`src/rtl/cc1200_spi_slave_if.sv`:
```
// SPI bus between the CC1200 master and the emulated CC1200 responder.
interface cc1200_spi_slave_if;
    logic sclk;
    logic cs_n;
    logic mosi;
    logic miso;

    modport master (
        output sclk,
        output cs_n,
        output mosi,
        input  miso
    );

    modport slave (
        input  sclk,
        input  cs_n,
        input  mosi,
        output miso
    );
endinterface

```
`src/rtl/cc1200_spi_slave.sv`:
```
// CC1200 register-access SPI responder: oversamples the SPI bus in the clk
// domain, decodes the header byte, serves a 48-byte register file and
// reports command strobes.
module cc1200_spi_slave #(
    parameter int unsigned SYNC_STAGES = 2
) (
    input  logic                clk,
    input  logic                rst,
    cc1200_spi_slave_if.slave   spi,
    input  logic [2:0]          status_state,
    output logic                strobe_valid,
    output logic [5:0]          strobe_cmd,
    output logic                reg_wr_valid,
    output logic [5:0]          reg_wr_addr,
    output logic [7:0]          reg_wr_data,
    input  logic [5:0]          dbg_addr,
    output logic [7:0]          dbg_data
);

    typedef enum logic [1:0] {
        ST_IDLE,
        ST_HEADER,
        ST_DATA,
        ST_IGNORE
    } state_t;

    localparam int unsigned NUM_REGS = 48;
    localparam logic [5:0]  LAST_REG = 6'h2F;
    localparam logic [5:0]  LAST_STROBE = 6'h3D;

    // Synchronisers and edge-detect delay flops
    logic [SYNC_STAGES-1:0] sclk_sync_q, sclk_sync_d;
    logic [SYNC_STAGES-1:0] cs_sync_q, cs_sync_d;
    logic [SYNC_STAGES-1:0] mosi_sync_q, mosi_sync_d;
    logic                   sclk_dly_q, sclk_dly_d;
    logic                   cs_dly_q, cs_dly_d;

    logic sclk_s, cs_s, mosi_s;
    logic sclk_rise, sclk_fall, cs_rise, cs_fall;
    logic byte_done;

    // Protocol state
    state_t      state_q, state_d;
    logic [2:0]  bit_cnt_q, bit_cnt_d;
    logic [7:0]  rx_q, rx_d;
    logic [7:0]  tx_q, tx_d;
    logic [7:0]  tx_next_q, tx_next_d;
    logic        reload_q, reload_d;
    logic [5:0]  addr_q, addr_d;
    logic        rw_q, rw_d;
    logic        burst_q, burst_d;
    logic [7:0]  regs_q [NUM_REGS];
    logic [7:0]  regs_d [NUM_REGS];

    // Event reporting
    logic        wr_fire_q, wr_fire_d;
    logic        strobe_fire_q, strobe_fire_d;
    logic        reg_wr_valid_q, reg_wr_valid_d;
    logic [5:0]  reg_wr_addr_q, reg_wr_addr_d;
    logic [7:0]  reg_wr_data_q, reg_wr_data_d;
    logic        strobe_valid_q, strobe_valid_d;
    logic [5:0]  strobe_cmd_q, strobe_cmd_d;

    logic [7:0]  rx_byte;
    logic [5:0]  addr_next;

    // Synchroniser shift and edge detection
    always_comb begin
        sclk_sync_d = {sclk_sync_q[SYNC_STAGES-2:0], spi.sclk};
        cs_sync_d   = {cs_sync_q[SYNC_STAGES-2:0], spi.cs_n};
        mosi_sync_d = {mosi_sync_q[SYNC_STAGES-2:0], spi.mosi};
        sclk_s      = sclk_sync_q[SYNC_STAGES-1];
        cs_s        = cs_sync_q[SYNC_STAGES-1];
        mosi_s      = mosi_sync_q[SYNC_STAGES-1];
        sclk_dly_d  = sclk_s;
        cs_dly_d    = cs_s;
        sclk_rise   = sclk_s & ~sclk_dly_q;
        sclk_fall   = ~sclk_s & sclk_dly_q;
        cs_rise     = cs_s & ~cs_dly_q;
        cs_fall     = ~cs_s & cs_dly_q;
        byte_done   = sclk_rise && (bit_cnt_q == 3'd7);
    end

    // State register
    always_ff @(posedge clk or posedge rst) begin
        if (rst) begin
            state_q <= ST_IDLE;
        end else begin
            state_q <= state_d;
        end
    end

    // Next-state logic; a chip-select rise overrides any byte completing in the same cycle
    always_comb begin
        state_d = state_q;
        if (cs_rise) begin
            state_d = ST_IDLE;
        end else begin
            unique case (state_q)
                ST_IDLE:   if (cs_fall) state_d = ST_HEADER;
                ST_HEADER: if (byte_done) state_d = (rx_byte[5:0] <= LAST_REG) ? ST_DATA : ST_IGNORE;
                ST_DATA:   if (byte_done && !burst_q) state_d = ST_IGNORE;
                ST_IGNORE: state_d = ST_IGNORE;
                default:   state_d = ST_IDLE;
            endcase
        end
    end

    // Output logic: MISO is only driven while selected
    always_comb begin
        spi.miso = (state_q != ST_IDLE) ? tx_q[7] : 1'b0;
    end

    // Shift registers, header decode, register file and event staging
    always_comb begin
        bit_cnt_d      = bit_cnt_q;
        rx_d           = rx_q;
        tx_d           = tx_q;
        tx_next_d      = tx_next_q;
        reload_d       = reload_q;
        addr_d         = addr_q;
        rw_d           = rw_q;
        burst_d        = burst_q;
        regs_d         = regs_q;
        wr_fire_d      = 1'b0;
        strobe_fire_d  = 1'b0;
        reg_wr_valid_d = wr_fire_q;
        strobe_valid_d = strobe_fire_q;
        reg_wr_addr_d  = reg_wr_addr_q;
        reg_wr_data_d  = reg_wr_data_q;
        strobe_cmd_d   = strobe_cmd_q;
        rx_byte        = {rx_q[6:0], mosi_s};
        addr_next      = (addr_q == LAST_REG) ? 6'h00 : addr_q + 6'd1;

        if (state_q == ST_IDLE) begin
            if (cs_fall) begin
                bit_cnt_d = '0;
                tx_d      = {1'b0, status_state, 4'b0000};
                tx_next_d = '0;
                reload_d  = 1'b0;
            end
        end else if (!cs_rise) begin
            if (sclk_rise) begin
                rx_d      = rx_byte;
                bit_cnt_d = bit_cnt_q + 3'd1;
                if (bit_cnt_q == 3'd7) begin
                    reload_d  = 1'b1;
                    tx_next_d = '0;
                    unique case (state_q)
                        ST_HEADER: begin
                            rw_d    = rx_byte[7];
                            burst_d = rx_byte[6];
                            addr_d  = rx_byte[5:0];
                            if (rx_byte[5:0] <= LAST_REG) begin
                                if (rx_byte[7]) tx_next_d = regs_q[rx_byte[5:0]];
                            end else if (rx_byte[5:0] <= LAST_STROBE) begin
                                strobe_fire_d = 1'b1;
                                strobe_cmd_d  = rx_byte[5:0];
                            end
                        end
                        ST_DATA: begin
                            if (!rw_q) begin
                                regs_d[addr_q] = rx_byte;
                                wr_fire_d      = 1'b1;
                                reg_wr_addr_d  = addr_q;
                                reg_wr_data_d  = rx_byte;
                            end
                            if (burst_q) begin
                                addr_d = addr_next;
                                // read from regs_d so a same-cycle write is visible
                                if (rw_q) tx_next_d = regs_d[addr_next];
                            end
                        end
                        default: ;
                    endcase
                end
            end
            if (sclk_fall) begin
                if (reload_q) begin
                    tx_d     = tx_next_q;
                    reload_d = 1'b0;
                end else begin
                    tx_d = {tx_q[6:0], 1'b0};
                end
            end
        end
    end

    // Debug read port
    always_comb begin
        dbg_data = 8'h00;
        if (dbg_addr <= LAST_REG) dbg_data = regs_q[dbg_addr];
    end

    // Datapath and synchroniser registers
    always_ff @(posedge clk or posedge rst) begin
        if (rst) begin
            sclk_sync_q    <= '0;
            cs_sync_q      <= '1;
            mosi_sync_q    <= '0;
            sclk_dly_q     <= 1'b0;
            cs_dly_q       <= 1'b1;
            bit_cnt_q      <= '0;
            rx_q           <= '0;
            tx_q           <= '0;
            tx_next_q      <= '0;
            reload_q       <= 1'b0;
            addr_q         <= '0;
            rw_q           <= 1'b0;
            burst_q        <= 1'b0;
            for (int unsigned i = 0; i < NUM_REGS; i++) regs_q[i] <= '0;
            wr_fire_q      <= 1'b0;
            strobe_fire_q  <= 1'b0;
            reg_wr_valid_q <= 1'b0;
            reg_wr_addr_q  <= '0;
            reg_wr_data_q  <= '0;
            strobe_valid_q <= 1'b0;
            strobe_cmd_q   <= '0;
        end else begin
            sclk_sync_q    <= sclk_sync_d;
            cs_sync_q      <= cs_sync_d;
            mosi_sync_q    <= mosi_sync_d;
            sclk_dly_q     <= sclk_dly_d;
            cs_dly_q       <= cs_dly_d;
            bit_cnt_q      <= bit_cnt_d;
            rx_q           <= rx_d;
            tx_q           <= tx_d;
            tx_next_q      <= tx_next_d;
            reload_q       <= reload_d;
            addr_q         <= addr_d;
            rw_q           <= rw_d;
            burst_q        <= burst_d;
            regs_q         <= regs_d;
            wr_fire_q      <= wr_fire_d;
            strobe_fire_q  <= strobe_fire_d;
            reg_wr_valid_q <= reg_wr_valid_d;
            reg_wr_addr_q  <= reg_wr_addr_d;
            reg_wr_data_q  <= reg_wr_data_d;
            strobe_valid_q <= strobe_valid_d;
            strobe_cmd_q   <= strobe_cmd_d;
        end
    end

    assign strobe_valid = strobe_valid_q;
    assign strobe_cmd   = strobe_cmd_q;
    assign reg_wr_valid = reg_wr_valid_q;
    assign reg_wr_addr  = reg_wr_addr_q;
    assign reg_wr_data  = reg_wr_data_q;

endmodule

```
`src/flat_wrapper.sv`:
```
// flat-port wrapper written by rule: the top's interface ports become plain ports
module cc1200_spi_slave_flat 
#(
    parameter int unsigned SYNC_STAGES = 2
)
  (clk, rst, status_state, strobe_valid, strobe_cmd, reg_wr_valid, reg_wr_addr, reg_wr_data, dbg_addr, dbg_data, spi_sclk, spi_cs_n, spi_mosi, spi_miso);
  cc1200_spi_slave_if spi_i ();
  input  logic clk;
  input  logic rst;
  input  logic [2:0] status_state;
  output logic strobe_valid;
  output logic [5:0] strobe_cmd;
  output logic reg_wr_valid;
  output logic [5:0] reg_wr_addr;
  output logic [7:0] reg_wr_data;
  input  logic [5:0] dbg_addr;
  output logic [7:0] dbg_data;
  input wire logic [$bits(spi_i.sclk)-1:0] spi_sclk;
  input wire logic [$bits(spi_i.cs_n)-1:0] spi_cs_n;
  input wire logic [$bits(spi_i.mosi)-1:0] spi_mosi;
  output wire logic [$bits(spi_i.miso)-1:0] spi_miso;
  assign spi_i.sclk = spi_sclk;
  assign spi_i.cs_n = spi_cs_n;
  assign spi_i.mosi = spi_mosi;
  assign spi_miso = spi_i.miso;
  cc1200_spi_slave #(.SYNC_STAGES(SYNC_STAGES)) u_core (.clk(clk), .rst(rst), .spi(spi_i), .status_state(status_state), .strobe_valid(strobe_valid), .strobe_cmd(strobe_cmd), .reg_wr_valid(reg_wr_valid), .reg_wr_addr(reg_wr_addr), .reg_wr_data(reg_wr_data), .dbg_addr(dbg_addr), .dbg_data(dbg_data));
endmodule
```
`config.mk`:
```
export PLATFORM = sky130hd
export DESIGN_NAME = cc1200_spi_slave_flat
export DESIGN_NICKNAME = d
export VERILOG_FILES = /design/src/rtl/cc1200_spi_slave_if.sv /design/src/rtl/cc1200_spi_slave.sv /design/src/flat_wrapper.sv
export SDC_FILE = /design/constraint.sdc
export NUM_CORES = 2
export LEC_CHECK = 0
export CAP_MARGIN = 40
export CORE_ASPECT_RATIO = 1.2
export CORE_MARGIN = 2
export CORE_UTILIZATION = 40
export DETAILED_ROUTE_END_ITERATION = 10
export PLACE_DENSITY = 0.55
export SETUP_SLACK_MARGIN = 0.2
export SYNTH_ARGS = -nofsm -noshare
export SYNTH_HDL_FRONTEND = slang
export SYNTH_SLANG_ARGS = --single-unit
```
`constraint.sdc`:
```
create_clock -name clk -period 14.2 [get_ports clk]
set_clock_uncertainty 0.1 [all_clocks]
set_input_delay 2.13 -clock clk [delete_from_list [all_inputs] [get_ports clk]]
set_output_delay 2.13 -clock clk [all_outputs]
set_load 0.05 [all_outputs]
```
==> parameters.txt <==
Parameter                              Value

Power and ir drop
  Cell Pwr Density    ~110 mW/mm2
  Total leakage power    roughly 14 nW
  Maximum VDD drop    approximately 0.12 mV
  Post-route total power    between 3 and 4 mW

GRT
  Initial antenna violation count    3
  Global-route wire length before repair    169,000 um
  Largest net degree at the start of global routing    ~170
  GRT Resource Usage Total    0.309
  Via count of the first global-routing pass    22,900
  Overall overflow remaining after global route    0

Worst setup path
  Top delay family on crit path    buffers and inverters
  Worst R2R Start    u_core.addr_q[1]$_DFFE_PP0P_
  Setup crit end kind    primary output
  Cells along the critical path    buf_4, buf_4, mux4_2, mux4_2, mux2i_1, o22ai_1, clkdlybuf4s50_1
  Required arrival time at the worst endpoint    11,970 ps
  Arrival time of data at the critical path endpoint    between 6000 and 7000 ps
  Slowest CP cell    sky130_fd_sc_hd__buf_4
  Crit. path cell count    7
  Worst path max stage delay    740 ps
  Endpoint of the worst register-to-register path    u_core.tx_next_q[1]$_DFFE_PP0P_
  Crit path from    dbg_addr[1]
  Worst-case reg-to-reg path depth    11
  Capturing instance or port of the critical path    dbg_data[4]
  Type of element launching the critical path    primary input
  Maximum fanout count along the critical path    49
  Setup slack, reg-to-reg    9100 ps
  Critical path start-end classification    in2out
  Bufs and invs on worst path    3

Placed design
  Final RePlAce weighted congestion    a little under 1
  Final HPWL from detailed placement    78,400 um
  Placed Instance Area    0.0307 mm2
  Buffers on Ports    44

Detailed routing
  Initial DRC count    3,219
  Routed Wire Length    117,000 um
  Remaining antenna violation count after routing    0
  Iteration count of the initial detailed-routing pass    8
  Post-DR wirelength/cell    about 35 um
  Number of DRC violations after detailed routing    0
  Via count normalized by instance count    7.02
  Vias after detailed routing    between 20,000 and 25,000

Floorplanning
  Top-level I/O count    45
  Site row count    108
  Initial cell density of the core    0.404
  Vertical extent of the die    300 um
  Horizontal die dimension    around 250 um
  Die area    0.0752 mm2
  Core Region    0.0723 mm2

Timing
  Endpoints failing setup    0
  Remaining max-slew budget at the tightest pin    0.294
  Fin Setup TNS    0 ps
  Number of pins with negative max-slew slack in the final report    0
  RSZ-0062 raised after global routing    no
  Timing-limited maximum frequency    approximately 120 MHz
  Slew at the pin closest to its max-slew limit    1060 ps
  Final worst path period need    8350 ps
  Hold violation total from the final report    0
  Final cycle utilization of the critical path    0.588

Worst hold path
  Classification of the worst-slack hold path    reg2reg
  Worst hold path depth    0

Final layout
  Number of filler instances in the final layout    about 6,500
  Reg area    between 0.01 and 0.015 mm2
  Layout Cell Area excl Fill    0.0325 mm2
  Total Nets Final    2,399
  Layout Area Growth over Synthesis    11.2%
  Fraction of final layout cells sized beyond drive strength 1    0.373
  Multi-input gate area in the final layout    0.0168 mm2

Clock tree
  Maximum buffer depth of the clock tree    3
  Total of hold buffers inserted after clock tree synthesis    0
  Worst skew pair latency    ~640 ps
  Clock sinks    453
  Number of buffers added for setup after CTS    0
  Clock tree from TritonCTS    built
  Cells resized by post-CTS repair    0
  Clock edge transition at the registers on the reported setup and hold paths    60 ps
  Max H-tree Level    2
  Number of clock buffers inserted by TritonCTS    53
  Root Buffer Master    sky130_fd_sc_hd__clkbuf_16

Synth
  Yosys reg bits    around 450
  Number of enable flip-flop cells after synthesis    0
  Number of nets produced by synthesis    2,445
  Post-synthesis average cell area    12.1 um2
  Yosys warning count    0
  Gate count after technology mapping    2,423
  Sequential area share after synthesis    0.388
  Async set-or-reset flop fraction in the synthesized netlist    1.00
  Number of distinct library cell variants in the gate-level netlist after synthesis    98
  Commonest register cell after synthesis    sky130_fd_sc_hd__dfrtp_1
  Combined area of all synthesized cells    between 0.02 and 0.03 mm2

Status
  Status    finished, final reports clean

Run
  Max-Cap Viols    0
[metal layers]
layer | routed length, um | GRT usage
met1 | 44300 | 0.401
met4 | 8130 | 0.175
met5 | 80 | 0.00508
met3 | 11700 | 0.0696
met2 | 52800 | 0.479
[synthesized netlist by cell type (7+ instances only)]
master | n | area [um2]
sky130_fd_sc_hd__inv_1 | 22 | 82.6
sky130_fd_sc_hd__nand3b_1 | 11 | 82.6
sky130_fd_sc_hd__and3_1 | 10 | 62.6
sky130_fd_sc_hd__mux4_2 | 222 | 5000
sky130_fd_sc_hd__o31ai_1 | 12 | 90.1
sky130_fd_sc_hd__nor2_1 | 114 | 428
sky130_fd_sc_hd__nand3_1 | 68 | 340
sky130_fd_sc_hd__a32oi_1 | 9 | 78.8
sky130_fd_sc_hd__clkbuf_1 | 121 | 454
sky130_fd_sc_hd__a211oi_1 | 29 | 218
sky130_fd_sc_hd__a221oi_1 | 9 | 78.8
sky130_fd_sc_hd__nand2b_1 | 11 | 68.8
sky130_fd_sc_hd__ha_1 | 8 | 100
sky130_fd_sc_hd__a32o_1 | 11 | 110
sky130_fd_sc_hd__o21ai_0 | 96 | 480
sky130_fd_sc_hd__buf_2 | 67 | 335
sky130_fd_sc_hd__a21o_1 | 14 | 105
sky130_fd_sc_hd__a311oi_1 | 13 | 114
sky130_fd_sc_hd__buf_4 | 24 | 180
sky130_fd_sc_hd__o211ai_1 | 23 | 173
sky130_fd_sc_hd__mux2i_1 | 122 | 1220
sky130_fd_sc_hd__nor3_1 | 54 | 270
sky130_fd_sc_hd__nand4_1 | 10 | 62.6
sky130_fd_sc_hd__o221ai_1 | 14 | 123
sky130_fd_sc_hd__dfrtp_1 | 450 | 11300
sky130_fd_sc_hd__a21oi_1 | 63 | 315
sky130_fd_sc_hd__or3_1 | 14 | 87.6
sky130_fd_sc_hd__mux2_2 | 428 | 4820
sky130_fd_sc_hd__nor4_1 | 9 | 56.3
sky130_fd_sc_hd__a211o_1 | 7 | 61.3
sky130_fd_sc_hd__a31oi_1 | 13 | 81.3
sky130_fd_sc_hd__o2111ai_1 | 7 | 61.3
sky130_fd_sc_hd__nor3_2 | 11 | 110
sky130_fd_sc_hd__o22ai_1 | 34 | 213
sky130_fd_sc_hd__buf_1 | 27 | 101
sky130_fd_sc_hd__nand2_1 | 140 | 526
[final cells by class]
class                           instances  share of cell area
Multi-Input combinational cell       1707               0.517
Sequential cell                       453               0.350
Clock buffer                           70              0.0469
Timing Repair Buffer                  140              0.0393
Tap cell                              935              0.0360
Clock inverter                         26             0.00867
Inverter                               22             0.00266
Antenna cell                            1           0.0000770
[stage by stage]
| stage | hold slack [ps] | setup WS, ps | utilization | instances |
|---|---|---|---|---|
| floorplan | 231 | 5850 | - | 2423 |
| global placement | 235 | 6090 | 0.420 | 3229 |
| detailed placement | 235 | 6000 | 0.424 | 3257 |
| CTS | 243 | 5990 | 0.449 | 3353 |
| global route | 255 | 5800 | 0.449 | 3353 |
| finish | 239 | 5850 | 0.449 | 3354 |
[cells in the final DEF (no fill, tap or decap), types with 10 or more instances in the layout]
cell                              synthesis  final
sky130_fd_sc_hd__dfrtp_1                450    441
sky130_fd_sc_hd__mux2_2                 428    428
sky130_fd_sc_hd__mux4_2                 222    222
sky130_fd_sc_hd__nand2_1                140    139
sky130_fd_sc_hd__mux2i_1                122    122
sky130_fd_sc_hd__nor2_1                 114    114
sky130_fd_sc_hd__o21ai_0                 96     96
sky130_fd_sc_hd__buf_4                   24     80
sky130_fd_sc_hd__nand3_1                 68     68
sky130_fd_sc_hd__a21oi_1                 63     63
sky130_fd_sc_hd__clkbuf_16                0     55
sky130_fd_sc_hd__nor3_1                  54     53
sky130_fd_sc_hd__clkdlybuf4s50_1          0     41
sky130_fd_sc_hd__o22ai_1                 34     34
sky130_fd_sc_hd__a211oi_1                29     28
sky130_fd_sc_hd__o211ai_1                23     23
sky130_fd_sc_hd__inv_1                   22     21
sky130_fd_sc_hd__or3_1                   14     14
sky130_fd_sc_hd__o221ai_1                14     14
sky130_fd_sc_hd__a21o_1                  14     13
sky130_fd_sc_hd__a31oi_1                 13     13
sky130_fd_sc_hd__a311oi_1                13     13
sky130_fd_sc_hd__nor3_2                  11     12
sky130_fd_sc_hd__clkinv_2                 0     12
sky130_fd_sc_hd__nand3b_1                11     11
sky130_fd_sc_hd__nand2b_1                11     11
sky130_fd_sc_hd__a32o_1                  11     11
sky130_fd_sc_hd__o31ai_1                 12     11
sky130_fd_sc_hd__and3_1                  10     10
sky130_fd_sc_hd__nand4_1                 10     10
sky130_fd_sc_hd__buf_6                    2     10
[logic make-up (layout without fill, tap and decap cells)]
group | count (synthesis) | count (layout) | synth area share
compound gates | 413 | 413 | 0.0975
xor+xnor | 3 | 3 | 0.00141
fa+ha+maj | 8 | 8 | 0.00343
buf+inv | 263 | 258 | 0.0403
flops | 453 | 453 | 0.388
mux | 773 | 773 | 0.378
other cells | 0 | 1 | 0
simple gates | 510 | 510 | 0.0911
[sequential cells by signal (all words and copies together), names as in the netlist, 3 cells and up]
signal              flops
u_core.bit_cnt_q        3
u_core.addr_q           6
u_core.tx_next_q        8
u_core.tx_q             8
u_core.reg_wr_data      8
u_core.regs_q         384
u_core.strobe_cmd       6
u_core.rx_q             7
u_core.reg_wr_addr      6
[how the worst min path moves through the flow]
stage,startpoint,end
after floorplan,u_core.mosi_sync_q[0]$_DFF_PP0_,u_core.mosi_sync_q[1]$_DFF_PP0_
after global placement,u_core.strobe_fire_q$_DFF_PP0_,u_core.strobe_valid$_DFF_PP0_
after detailed placement,u_core.mosi_sync_q[0]$_DFF_PP0_,u_core.mosi_sync_q[1]$_DFF_PP0_
after CTS,u_core.mosi_sync_q[0]$_DFF_PP0_,u_core.mosi_sync_q[1]$_DFF_PP0_
after global routing,u_core.mosi_sync_q[0]$_DFF_PP0_,u_core.mosi_sync_q[1]$_DFF_PP0_
final,u_core.mosi_sync_q[0]$_DFF_PP0_,u_core.mosi_sync_q[1]$_DFF_PP0_
[where the power goes]
group | total, mW | switching [mW] | leakage (nW) | internal, mW
registers | 1.44 | 0.122 | 6.28 | 1.32
clock network | 1.44 | 0.595 | 0.881 | 0.843
logic | 0.631 | 0.448 | 6.66 | 0.183
(Power assumes the default switching activity.)
